## src/rtl/ghost_mover.sv

```systemverilog
// Ghost position engine: holds the committed tile position, vets each controller
// proposal against bounds and the wall map, and slides pixel-by-pixel on legal moves.
module ghost_mover #(
    parameter int TILE     = 20,
    parameter int STEP     = 1,
    parameter int TICK_DIV = 500000,
    parameter int START_X  = 320,
    parameter int START_Y  = 240
) (
    input  logic         clk,
    input  logic         reset,
    input  logic         enable,
    input  logic [9:0]   req_x,
    input  logic [8:0]   req_y,
    input  logic [767:0] tilemap_walls,
    output logic [9:0]   tile_x,
    output logic [8:0]   tile_y,
    output logic [9:0]   pos_x,
    output logic [8:0]   pos_y,
    output logic         ctrl_tick,
    output logic         moving,
    output logic         blocked
);
    localparam int               CNT_W    = (TICK_DIV > 2) ? $clog2(TICK_DIV) : 1;
    localparam logic [CNT_W-1:0] CNT_LAST = CNT_W'(TICK_DIV - 1);
    localparam logic [9:0]       TILE_X   = 10'(TILE);
    localparam logic [8:0]       TILE_Y   = 9'(TILE);
    localparam logic [9:0]       STEP_X   = 10'(STEP);
    localparam logic [8:0]       STEP_Y   = 9'(STEP);
    localparam logic [9:0]       MAX_X    = 10'd620;
    localparam logic [8:0]       MAX_Y    = 9'd460;

    typedef enum logic [1:0] {S_ALIGNED, S_WAIT, S_CHECK, S_MOVE} state_t;

    state_t           state_q, state_d;
    logic [CNT_W-1:0] cnt_q, cnt_d;
    logic [9:0]       tile_x_q, tile_x_d, pos_x_q, pos_x_d, tgt_x_q, tgt_x_d;
    logic [8:0]       tile_y_q, tile_y_d, pos_y_q, pos_y_d, tgt_y_q, tgt_y_d;
    logic             ctrl_tick_q, ctrl_tick_d;
    logic             moving_q, moving_d;
    logic             blocked_q, blocked_d;

    logic             move_tick;
    logic             same_x, same_y, adj_x, adj_y, in_bounds, wall_hit;
    logic             is_stay, is_legal;
    logic [4:0]       col, row;
    logic [9:0]       step_x;
    logic [8:0]       step_y;

    assign move_tick = (cnt_q == CNT_LAST);

    // Adjacency is compared one bit wider so a wrapped "0 - TILE" never aliases.
    always_comb begin
        same_x    = (req_x == tile_x_q);
        same_y    = (req_y == tile_y_q);
        adj_x     = ({1'b0, req_x} == {1'b0, tile_x_q} + {1'b0, TILE_X}) ||
                    ({1'b0, tile_x_q} == {1'b0, req_x} + {1'b0, TILE_X});
        adj_y     = ({1'b0, req_y} == {1'b0, tile_y_q} + {1'b0, TILE_Y}) ||
                    ({1'b0, tile_y_q} == {1'b0, req_y} + {1'b0, TILE_Y});
        in_bounds = (req_x <= MAX_X) && (req_y <= MAX_Y);
        col       = 5'(req_x / TILE_X);
        row       = 5'(req_y / TILE_Y);
        wall_hit  = in_bounds ? tilemap_walls[{row, col}] : 1'b0;
        is_stay   = same_x && same_y;
        is_legal  = ((adj_x && same_y) || (same_x && adj_y)) && in_bounds && !wall_hit;
    end

    always_comb begin
        step_x = pos_x_q;
        step_y = pos_y_q;
        if (tgt_x_q > pos_x_q)      step_x = pos_x_q + STEP_X;
        else if (tgt_x_q < pos_x_q) step_x = pos_x_q - STEP_X;
        if (tgt_y_q > pos_y_q)      step_y = pos_y_q + STEP_Y;
        else if (tgt_y_q < pos_y_q) step_y = pos_y_q - STEP_Y;
    end

    always_comb begin
        state_d     = state_q;
        cnt_d       = cnt_q;
        tile_x_d    = tile_x_q;
        tile_y_d    = tile_y_q;
        pos_x_d     = pos_x_q;
        pos_y_d     = pos_y_q;
        tgt_x_d     = tgt_x_q;
        tgt_y_d     = tgt_y_q;
        moving_d    = moving_q;
        blocked_d   = 1'b0;
        ctrl_tick_d = 1'b0;
        if (enable) begin
            cnt_d = move_tick ? '0 : cnt_q + 1'b1;
            case (state_q)
                S_ALIGNED: if (move_tick) state_d = S_WAIT;
                S_WAIT:    state_d = S_CHECK;
                S_CHECK: begin
                    tgt_x_d = req_x;
                    tgt_y_d = req_y;
                    if (is_stay) begin
                        state_d = S_ALIGNED;
                    end else if (is_legal) begin
                        state_d  = S_MOVE;
                        moving_d = 1'b1;
                    end else begin
                        state_d   = S_ALIGNED;
                        blocked_d = 1'b1;
                    end
                end
                S_MOVE: begin
                    if (move_tick) begin
                        pos_x_d = step_x;
                        pos_y_d = step_y;
                        if (step_x == tgt_x_q && step_y == tgt_y_q) begin
                            tile_x_d = tgt_x_q;
                            tile_y_d = tgt_y_q;
                            moving_d = 1'b0;
                            state_d  = S_ALIGNED;
                        end
                    end
                end
                default: state_d = S_ALIGNED;
            endcase
            // Registered pulse lands on the very cycle the FSM will act on move_tick.
            ctrl_tick_d = (state_d == S_ALIGNED) && (cnt_d == CNT_LAST);
        end
    end

    always_ff @(posedge clk or negedge reset) begin
        if (!reset) begin
            state_q     <= S_ALIGNED;
            cnt_q       <= '0;
            tile_x_q    <= 10'(START_X);
            tile_y_q    <= 9'(START_Y);
            pos_x_q     <= 10'(START_X);
            pos_y_q     <= 9'(START_Y);
            tgt_x_q     <= 10'(START_X);
            tgt_y_q     <= 9'(START_Y);
            ctrl_tick_q <= 1'b0;
            moving_q    <= 1'b0;
            blocked_q   <= 1'b0;
        end else begin
            state_q     <= state_d;
            cnt_q       <= cnt_d;
            tile_x_q    <= tile_x_d;
            tile_y_q    <= tile_y_d;
            pos_x_q     <= pos_x_d;
            pos_y_q     <= pos_y_d;
            tgt_x_q     <= tgt_x_d;
            tgt_y_q     <= tgt_y_d;
            ctrl_tick_q <= ctrl_tick_d;
            moving_q    <= moving_d;
            blocked_q   <= blocked_d;
        end
    end

    assign tile_x    = tile_x_q;
    assign tile_y    = tile_y_q;
    assign pos_x     = pos_x_q;
    assign pos_y     = pos_y_q;
    assign ctrl_tick = ctrl_tick_q;
    assign moving    = moving_q;
    assign blocked   = blocked_q;
endmodule
```

## config.mk

```make
export PLATFORM = sky130hd
export DESIGN_NAME = ghost_mover
export DESIGN_NICKNAME = d
export VERILOG_FILES = /design/src/rtl/ghost_mover.sv
export SDC_FILE = /design/constraint.sdc
export NUM_CORES = 1
export LEC_CHECK = 0
export ABC_AREA = 1
export CAP_MARGIN = 20
export CORE_AREA = 5 5 321 323
export CTS_BUF_LIST = sky130_fd_sc_hd__clkbuf_2 sky130_fd_sc_hd__clkbuf_4 sky130_fd_sc_hd__clkbuf_8
export DETAILED_ROUTE_END_ITERATION = 8
export DIE_AREA = 0 0 326 328
export PLACE_DENSITY_LB_ADDON = 0.15
export REMOVE_ABC_BUFFERS = 1
export SETUP_SLACK_MARGIN = 0.1
export SLEW_MARGIN = 20
export SYNTH_ARGS = -nofsm -noshare
export SYNTH_HDL_FRONTEND = slang
export SYNTH_SLANG_ARGS = --single-unit
```

## constraint.sdc

```tcl
create_clock -name clk -period 8 [get_ports clk]
set_input_delay 1.6 -clock clk [delete_from_list [all_inputs] [get_ports clk]]
set_output_delay 1.6 -clock clk [all_outputs]
set_load 0.02 [all_outputs]
```

==> results of run 1 <==
## metrics by stage
stage	worst slack [ps]	hold WS, ps
after floorplan	-12540	453
after global placement	320	474
after global routing	113	533
after CTS	709	501
final	686	494
after detailed placement	283	479
## critical path: cells and delay by family
kind | cells | cell delay [ps]
AND/OR/NAND/NOR | 30 | 3730
AO/OA/AOI/OAI | 3 | 510
adder cells (fa/ha/maj) | 1 | 230
buffers and inverters | 6 | 1410
## cells by family (layout without fill, tap and decap cells)
family / count (synthesis) / count (layout) / share of synthesized area [%]
AO/OA/AOI/OAI: 277 / 277 / 9.59
XOR/XNOR: 69 / 69 / 3.98
adder cells (fa/ha/maj): 32 / 32 / 2.61
buffers and inverters: 459 / 1146 / 13.1
flip-flops: 81 / 81 / 13.3
multiplexers: 4 / 4 / 0.293
other: 0 / 20 / 0
AND/OR/NAND/NOR: 1789 / 1789 / 57.1
## cell type report
| class | instances | share of cell area (%) |
|---|---|---|
| clock inverters | 6 | 0.326 |
| inverters | 208 | 3.15 |
| clock buffers | 10 | 0.519 |
| flip-flops and latches | 81 | 8.10 |
| repair buffers | 922 | 36.5 |
| well taps | 1298 | 6.42 |
| multi-input cells | 2171 | 44.8 |
| diodes | 20 | 0.198 |
## final timing paths
| path | end | startpoint | slack, ps |
|---|---|---|---|
| max | state_q[1] | req_x[2] | 690 |
| min | cnt_q[18] | cnt_q[18] | 490 |
| max reg2reg | tile_x[1] | pos_x[8] | 3100 |
| min reg2reg | cnt_q[18] | cnt_q[18] | 490 |
| max in group asynchronous | tgt_x_q[5] | reset | 6030 |
| min in group asynchronous | pos_y[3] | reset | 1030 |
## cells in the mapped netlist (all sizes together), types with 17 or more instances
| library cell | number | area share (%) |
|---|---|---|
| buf | 149 | 5.5 |
| inv | 202 | 4.9 |
| ha | 32 | 2.6 |
| o21ai | 153 | 5.0 |
| clkbuf | 102 | 2.5 |
| nor2 | 72 | 1.9 |
| nor4 | 17 | 0.73 |
| a21oi | 93 | 3.1 |
| nor3 | 32 | 1.1 |
| dfstp | 18 | 3.1 |
| nand3 | 756 | 25 |
| nand2 | 543 | 14 |
| dfrtp | 63 | 10 |
| xor2 | 53 | 3.1 |
| nand4 | 354 | 14 |
## registers in the layout, indices dropped and copies added (netlist names)
register	flops
moving	1
tile_x	10
pos_x	10
tgt_y_q	9
tgt_x_q	10
tile_y	9
state_q	2
blocked	1
ctrl_tick	1
pos_y	9
cnt_q	19
## metal layers
metal  global-route usage, %  vias to the layer above  wire [um]
li1                        -                    11000          -
met1                    26.2                    11100      50700
met2                    37.8                      745      60400
met3                    3.79                       81       6550
met4                    3.21                       10       1280
met5                       0                        -         87
## where the power goes
part | switching (mW) | internal [mW] | total [mW] | leakage [nW]
clock network | 0.165 | 0.178 | 0.343 | 0.110
logic | 2.60 | 1.43 | 4.03 | 9.19
registers | 0.0807 | 0.481 | 0.562 | 0.974
total | 2.85 | 2.09 | 4.94 | 10.3
==> out/qor.yml, run 1 <==
outcome:
  status: "complete, no violations"
floorplanning:
  fp-row-count: 116
  start_util_pct: 15.4
  dieArea_um2: 107000
  die_height_um: 328
  core_um2: 99600
  die_w_um: 326
  num_io_pins: 831
run:
  drv_cap: 0
final_layout:
  fin_util_pct: 25.4
  num-nets-final: 4215
  seqCellArea_um2: 2050
  multi_input_area_um2: 11300
  layout_common_cells: "clkdlybuf4s50_1, nand3_1, nand2_1"
  stdcell_count: 4716
  drive_gt1_share_pct: 5.12
  final_cell_area_um2: 25300
  final_common_cell: "clkdlybuf4s50_1"
  num-fill-cells: 11300
  area_growth_pct: 64.9
synthesis:
  ys_ff_latch: 81
  postSynthCellCount: 2711
  syn_area_per_cell_um2: 5.66
  synth-async-reset-ratio_pct: 100
  synth_edf_count: 0
  ys.flop_type: "dfrtp_1"
  synth_seq_area_share_pct: 13.3
  synth.cell_area_um2: 15400
  ys_warn_count: 0
  synth.distinct_cells: 53
clocking:
  cts_resized: 0
  clock_sinks: 81
  clk_pin_slew_worst_paths_ps: 80
  numCtsBuffers: 9
  cts_hold_buf: 0
  post_cts_buffers: 0
  max-clock-path-buffers: 2
  htreeDepth: 3
  clockRootBuffer: "clkbuf_8"
  clk_latency_ps: 390
  cts_tree: "yes"
worst_setup_path:
  end_kind: "register"
  cpMaxStageDelayCell: "clkdlybuf4s50_1"
  cp.arrival_ps: 7560
  slowest_delay_ps: 580
  cp.required_ps: 8240
  path_max_fanout: 37
  r2r_cells: 19
  cp-start-kind: "input pin"
  path_class: "in2reg"
  critPathMostFrequentCell: "nand2_1"
grt:
  gr-usage-all-layers_pct: 20.9
  grt_remaining_overflow: 0
  antenna_found_initial: 31
  grt_max_degree: 102
  grt_pass1_wl_um: 167000
  first_global_vias: 22900
placement:
  placed_area_um2: 25000
  numPortBuffers: 830
  place_inst: 4680
  place_congestion: 0.864
  place_hpwl_um: 94400
drt:
  wirelength_um: 119000
  wl_per_cell_um: 25.2
  detail-route-antenna-nets: 0
  drtIter0Drc: 1864
  drt-pass1-iter-count: 6
  vias: 22900
  avgViaCountPerCell: 4.87
  drcViolationCount: 0
power_and_ir_drop:
  leakagePower_nw: 10.3
  irDropWorstVdd_mv: 0.155
  power.density_nw_per_um2: 195
  total_power_mw: 4.94
sta:
  period_share_pct: 91.4
  hold_viol_final: 0
  slew_viol_final: 0
  worst_pin_slew_ps: 1000
  finClkSkew_ps: 12.4
  rsz0062_at_grt: "false"
  max_freq_mhz: 137
  tns_ps: 0
  setup_viol: 0
  final.min_clock_period_ps: 7310
  max_slew_margin_pct: 32.8
hold_path:
  hold_path.class: "reg2reg"
  holdPathStages: 2
(Power assumes the default switching activity.)
==> run 2, diff against run 1 <==
--- a/config.mk
+++ b/config.mk
@@ -11,7 +11,7 @@
 export CTS_BUF_LIST = sky130_fd_sc_hd__clkbuf_2 sky130_fd_sc_hd__clkbuf_4 sky130_fd_sc_hd__clkbuf_8
 export DETAILED_ROUTE_END_ITERATION = 8
 export DIE_AREA = 0 0 326 328
-export PLACE_DENSITY_LB_ADDON = 0.15
+export GPL_ROUTABILITY_DRIVEN = 0
 export REMOVE_ABC_BUFFERS = 1
 export SETUP_SLACK_MARGIN = 0.1
 export SLEW_MARGIN = 20
==> out/qor.yml, run 2 (synthesis results as in run 1) <==
clocking:
  htreeDepth: 3
  max-clock-path-buffers: 2
  numCtsBuffers: 9
  clk_pin_slew_worst_paths_ps: 100
  clock_sinks: 81
  cts_tree: "yes"
  clk_latency_ps: 390
  clockRootBuffer: "clkbuf_8"
worst_setup_path:
  cp.required_ps: 8250
  path_delay_family: "simple AND/OR/NAND/NOR gates"
  slowest_delay_ps: 590
  end_kind: "register"
  path_max_fanout: 38
  path_class: "in2reg"
  cp.arrival_ps: 7530
  cp.buffers_inverters: 8
  cpMaxStageDelayCell: "clkdlybuf4s50_1"
  cp-start-kind: "input pin"
  critPathMostFrequentCell: "nand2_1"
sta:
  max_freq_mhz: 137
  setup_viol: 0
  hold-worst-slack_ps: 498
  max_slew_margin_pct: 31.6
  tns_ps: 0
  period_share_pct: 91.1
  slew_viol_final: 0
  worst_pin_slew_ps: 1030
  hold_viol_final: 0
  finClkSkew_ps: 19.4
  finalWorstSetupSlack_ps: 712
  rsz0062_at_grt: "false"
  final.min_clock_period_ps: 7290
power_and_ir_drop:
  power_frac_comb_pct: 81.7
  internal_power_mw: 2.06
  power.density_nw_per_um2: 192
  p_sw_mw: 2.79
  leakagePower_nw: 10.3
  p_clk_share_pct: 6.7
  switching_share_pct: 57.5
  seqPwrFrac_pct: 11.6
  irDropWorstVdd_mv: 0.114
  total_power_mw: 4.84
final_layout:
  final_common_cell: "clkdlybuf4s50_1"
  area_growth_pct: 64.5
  stdcell_count: 4697
  fin_util_pct: 25.4
  drive_gt1_share_pct: 5.01
  top_register: "cnt_q"
  num-nets-final: 4208
  largest_reg_flops: 19
  layout_common_cells: "clkdlybuf4s50_1, nand3_1, nand2_1"
  final_cell_area_um2: 25300
floorplanning:
  num_io_pins: 831
  die_height_um: 328
  dieArea_um2: 107000
  die_w_um: 326
  fp-row-count: 116
  start_util_pct: 15.4
  core_um2: 99600
drt:
  vias: 23100
  avgViaCountPerCell: 4.91
  wl_per_cell_um: 21.7
  wirelength_um: 102000
  drtIter0Drc: 2112
  drt-pass1-iter-count: 6
  detail-route-antenna-nets: 0
  drcViolationCount: 0
hold_path:
  hold_path.class: "reg2reg"
placement:
  numPortBuffers: 830
  place_ws_ps: -154
  place_inst: 4665
  placed_area_um2: 24900
  place_hpwl_um: 79300
outcome:
  status: "complete, no violations"
grt:
  grt_pass1_wl_um: 145000
  grt_remaining_overflow: 0
  grt_max_degree: 144
  antenna_found_initial: 11
  first_global_vias: 22000
  gr-usage-all-layers_pct: 17.5
run:
  drv_cap: 0
run 2: changes by cell type in the layout (fill, tap and decap cells not counted), sizes merged:
cell / delta
buf: -8
clkinvlp: -1
bufinv: -1
nand2: +1
diode: -12
clkbuf: +2
run 2: layout make-up:
type	count	area, um^2
inverters	208	807
fillers	11300	74300
clock inverters	4	35.0
diodes	8	20.0
flip-flops and latches	81	2050
repair buffers	914	9180
multi-input cells	2172	11400
clock buffers	12	159
well taps	1298	1620
run 2: worst register-to-register path: stages, from the launching register on:
cell and delay, ps:
dfstp_2 590, inv_1 80, ha_1 290, nand2_1 90, nor2_1 80, nand2_1 70, nor2_1 40, a211oi_1 620
nor2_1 210, inv_1 210, o21ai_0 120, xor2_1 270, xor2_1 180, inv_1 70, or4_1 490, nor4_1 190
nand2_1 160, nor4_4 150, buf_4 380, mux2_2 390
run 2: repair_timing:
item,4_1_cts,5_1_grt
buffers inserted,0,7
resized for setup,0,12
setup endpoints to repair,0,5
hold buffers,0,0
run 2: path summary, 6_finish.rpt:
path                                 start         end  slack (ps)  cells after the start
worst max-delay path              req_x[3]  state_q[1]         710                     41
worst min-delay path            tgt_x_q[0]   tile_x[0]         500                      2
worst max register to register    pos_x[8]   tile_x[1]        3220                     19
worst min register to register  tgt_x_q[0]   tile_x[0]         500                      2
max in group asynchronous            reset     blocked        5770                      2
min in group asynchronous            reset   tile_y[1]        1080                      1
run 2: per-layer routing:
| layer | up-vias | GRT usage, % | wire length (um) |
|---|---|---|---|
| met3 | 140 | 3.95 | 8380 |
| met5 | - | 0 | 41 |
| met2 | 1062 | 31.4 | 49900 |
| li1 | 11000 | - | - |
| met4 | 6 | 3.44 | 2490 |
| met1 | 10900 | 21.5 | 40900 |
run 2: power groups by stage:
stage / Combinational, mW / Clock, mW / Sequential (mW)
floorplan: 2.45 / 0 / 0.547
global placement: 3.89 / 0 / 0.570
detailed placement: 3.91 / 0 / 0.569
CTS: 3.93 / 0.331 / 0.563
global route: 4.33 / 0.345 / 0.572
finish: 3.96 / 0.324 / 0.563
==> run 3, diff against run 2 <==
--- a/config.mk
+++ b/config.mk
@@ -8,13 +8,13 @@
 export ABC_AREA = 1
 export CAP_MARGIN = 20
 export CORE_AREA = 5 5 321 323
-export CTS_BUF_LIST = sky130_fd_sc_hd__clkbuf_2 sky130_fd_sc_hd__clkbuf_4 sky130_fd_sc_hd__clkbuf_8
+export CTS_CLUSTER_DIAMETER = 40
 export DETAILED_ROUTE_END_ITERATION = 8
 export DIE_AREA = 0 0 326 328
 export GPL_ROUTABILITY_DRIVEN = 0
 export REMOVE_ABC_BUFFERS = 1
 export SETUP_SLACK_MARGIN = 0.1
-export SLEW_MARGIN = 20
+export SLEW_MARGIN = 10
 export SYNTH_ARGS = -nofsm -noshare
 export SYNTH_HDL_FRONTEND = slang
 export SYNTH_SLANG_ARGS = --single-unit
==> out/qor.yml, run 3 (synthesis results as in run 1) <==
outcome:
  status: "complete, no violations"
final_layout:
  largest_reg_flops: 19
  seqCellArea_um2: 2050
  stdcell_count: 4698
  drive_gt1_share_pct: 4.98
  multi_input_area_um2: 11400
  num-nets-final: 4208
  final_common_cell: "clkdlybuf4s50_1"
  area_growth_pct: 65.1
  num-fill-cells: 11300
  top_register: "cnt_q"
  layout_common_cells: "clkdlybuf4s50_1, nand3_1, nand2_1"
worst_setup_path:
  cp-start-kind: "input pin"
  endpoint: "state_q[1]"
  path_max_fanout: 140
  end_kind: "register"
  cpMaxStageDelayCell: "clkdlybuf4s50_1"
  worstReg2RegStart: "pos_x[8]"
  crit-reg2reg-capture: "tile_x[1]"
  r2r_cells: 19
  path_class: "in2reg"
  cp.arrival_ps: 7520
  r2r_slack_ps: 3240
  cp.required_ps: 8210
  startpoint: "req_x[3]"
  slowest_delay_ps: 580
floorplanning:
  dieArea_um2: 107000
  num_io_pins: 831
  die_w_um: 326
  core_um2: 99600
  die_height_um: 328
  fp-row-count: 116
  start_util_pct: 15.4
placement:
  numPortBuffers: 830
  place_inst: 4665
  place_hpwl_um: 79300
sta:
  max_slew_margin_pct: 31.0
  hold-worst-slack_ps: 492
  finClkSkew_ps: 12.8
  max_freq_mhz: 137
  final.min_clock_period_ps: 7310
  period_share_pct: 91.4
  setup_viol: 0
  rsz0062_at_grt: "false"
  tns_ps: 0
  worst_pin_slew_ps: 1030
  slew_viol_final: 0
  hold_viol_final: 0
drt:
  detail-route-antenna-nets: 0
  wirelength_um: 102000
  vias: 23100
  drtIter0Drc: 2235
  avgViaCountPerCell: 4.92
  wl_per_cell_um: 21.7
  drcViolationCount: 0
  drt-pass1-iter-count: 7
grt:
  gr-usage-all-layers_pct: 17.5
  antenna_found_initial: 11
  grt_pass1_wl_um: 145000
  first_global_vias: 22000
  grt_max_degree: 144
  grt_remaining_overflow: 0
clocking:
  cts_hold_buf: 0
  cts_tree: "yes"
  clock_sinks: 81
  numCtsBuffers: 9
  htreeDepth: 3
  clk_latency_ps: 360
  clockRootBuffer: "clkbuf_16"
  clk_pin_slew_worst_paths_ps: 70
  max-clock-path-buffers: 2
hold_path:
  hold_path.class: "reg2reg"
power_and_ir_drop:
  leakagePower_nw: 10.3
  irDropWorstVdd_mv: 0.114
  total_power_mw: 4.95
  power.density_nw_per_um2: 195
run:
  drv_cap: 0
-- run 3: changes by cell type in the layout (fill, tap and decap cells not counted), sizes merged --
cell / before / now
diode: 8 / 9
-- run 3: metal layers --
metal / global-route usage, % / wire length (um)
met1: 21.5 / 40700
met2: 31.3 / 50300
met3: 3.89 / 8400
met4: 3.63 / 2410
met5: 0 / 41
-- run 3: final cells by class --
cell class / count / area share (%)
Timing Repair Buffer: 914 / 36.2
Multi-Input combinational cell: 2172 / 44.9
Tap cell: 1298 / 6.40
Inverter: 208 / 3.18
Clock buffer: 12 / 1.01
Antenna cell: 9 / 0.0888
Clock inverter: 4 / 0.138
Sequential cell: 81 / 8.08
-- run 3: power by group --
| group | total [mW] | switching, mW | internal, mW | leakage (nW) |
|---|---|---|---|---|
| Clock | 0.430 | 0.198 | 0.232 | 0.144 |
| Combinational | 3.96 | 2.52 | 1.44 | 9.18 |
| Sequential | 0.564 | 0.0825 | 0.481 | 0.974 |
| Total | 4.95 | 2.80 | 2.15 | 10.3 |
-- run 3: timing repair --
item,CTS,global route
gates resized for setup,0,12
buffers inserted,0,7
endpoints found under the setup margin,0,5
-- run 3: worst min-delay path by stage --
stage | cells after the start | slack, ps | end | startpoint
3_3_place_gp | 2 | 470 | cnt_q[3] | cnt_q[3]
4_1_cts | 2 | 500 | tile_x[0] | tgt_x_q[0]
2_1_floorplan | 2 | 450 | cnt_q[18] | cnt_q[18]
6_report | 2 | 490 | tile_x[0] | tgt_x_q[0]
5_1_grt | 2 | 520 | cnt_q[18] | cnt_q[18]
3_5_place_dp | 2 | 480 | tile_x[0] | tgt_x_q[0]
-- run 3: per-stage QoR --
step                      instance area [um^2]  setup WS, ps  utilization, %
after CTS                                25200           211            25.3
final                                    25400           690            25.5
after floorplan                          14100        -12540               -
after global routing                     25400           108            25.5
after global placement                   24900          64.5            25.0
after detailed placement                 24900          -154            25.0
-- run 3: worst max-delay path, delay by kind of cell --
family | cells | cell delay, ps
AOI/OAI and AO/OA | 3 | 470
adders and majority gates | 1 | 240
and+or+nand+nor | 27 | 3790
buffers and inverters | 5 | 1310
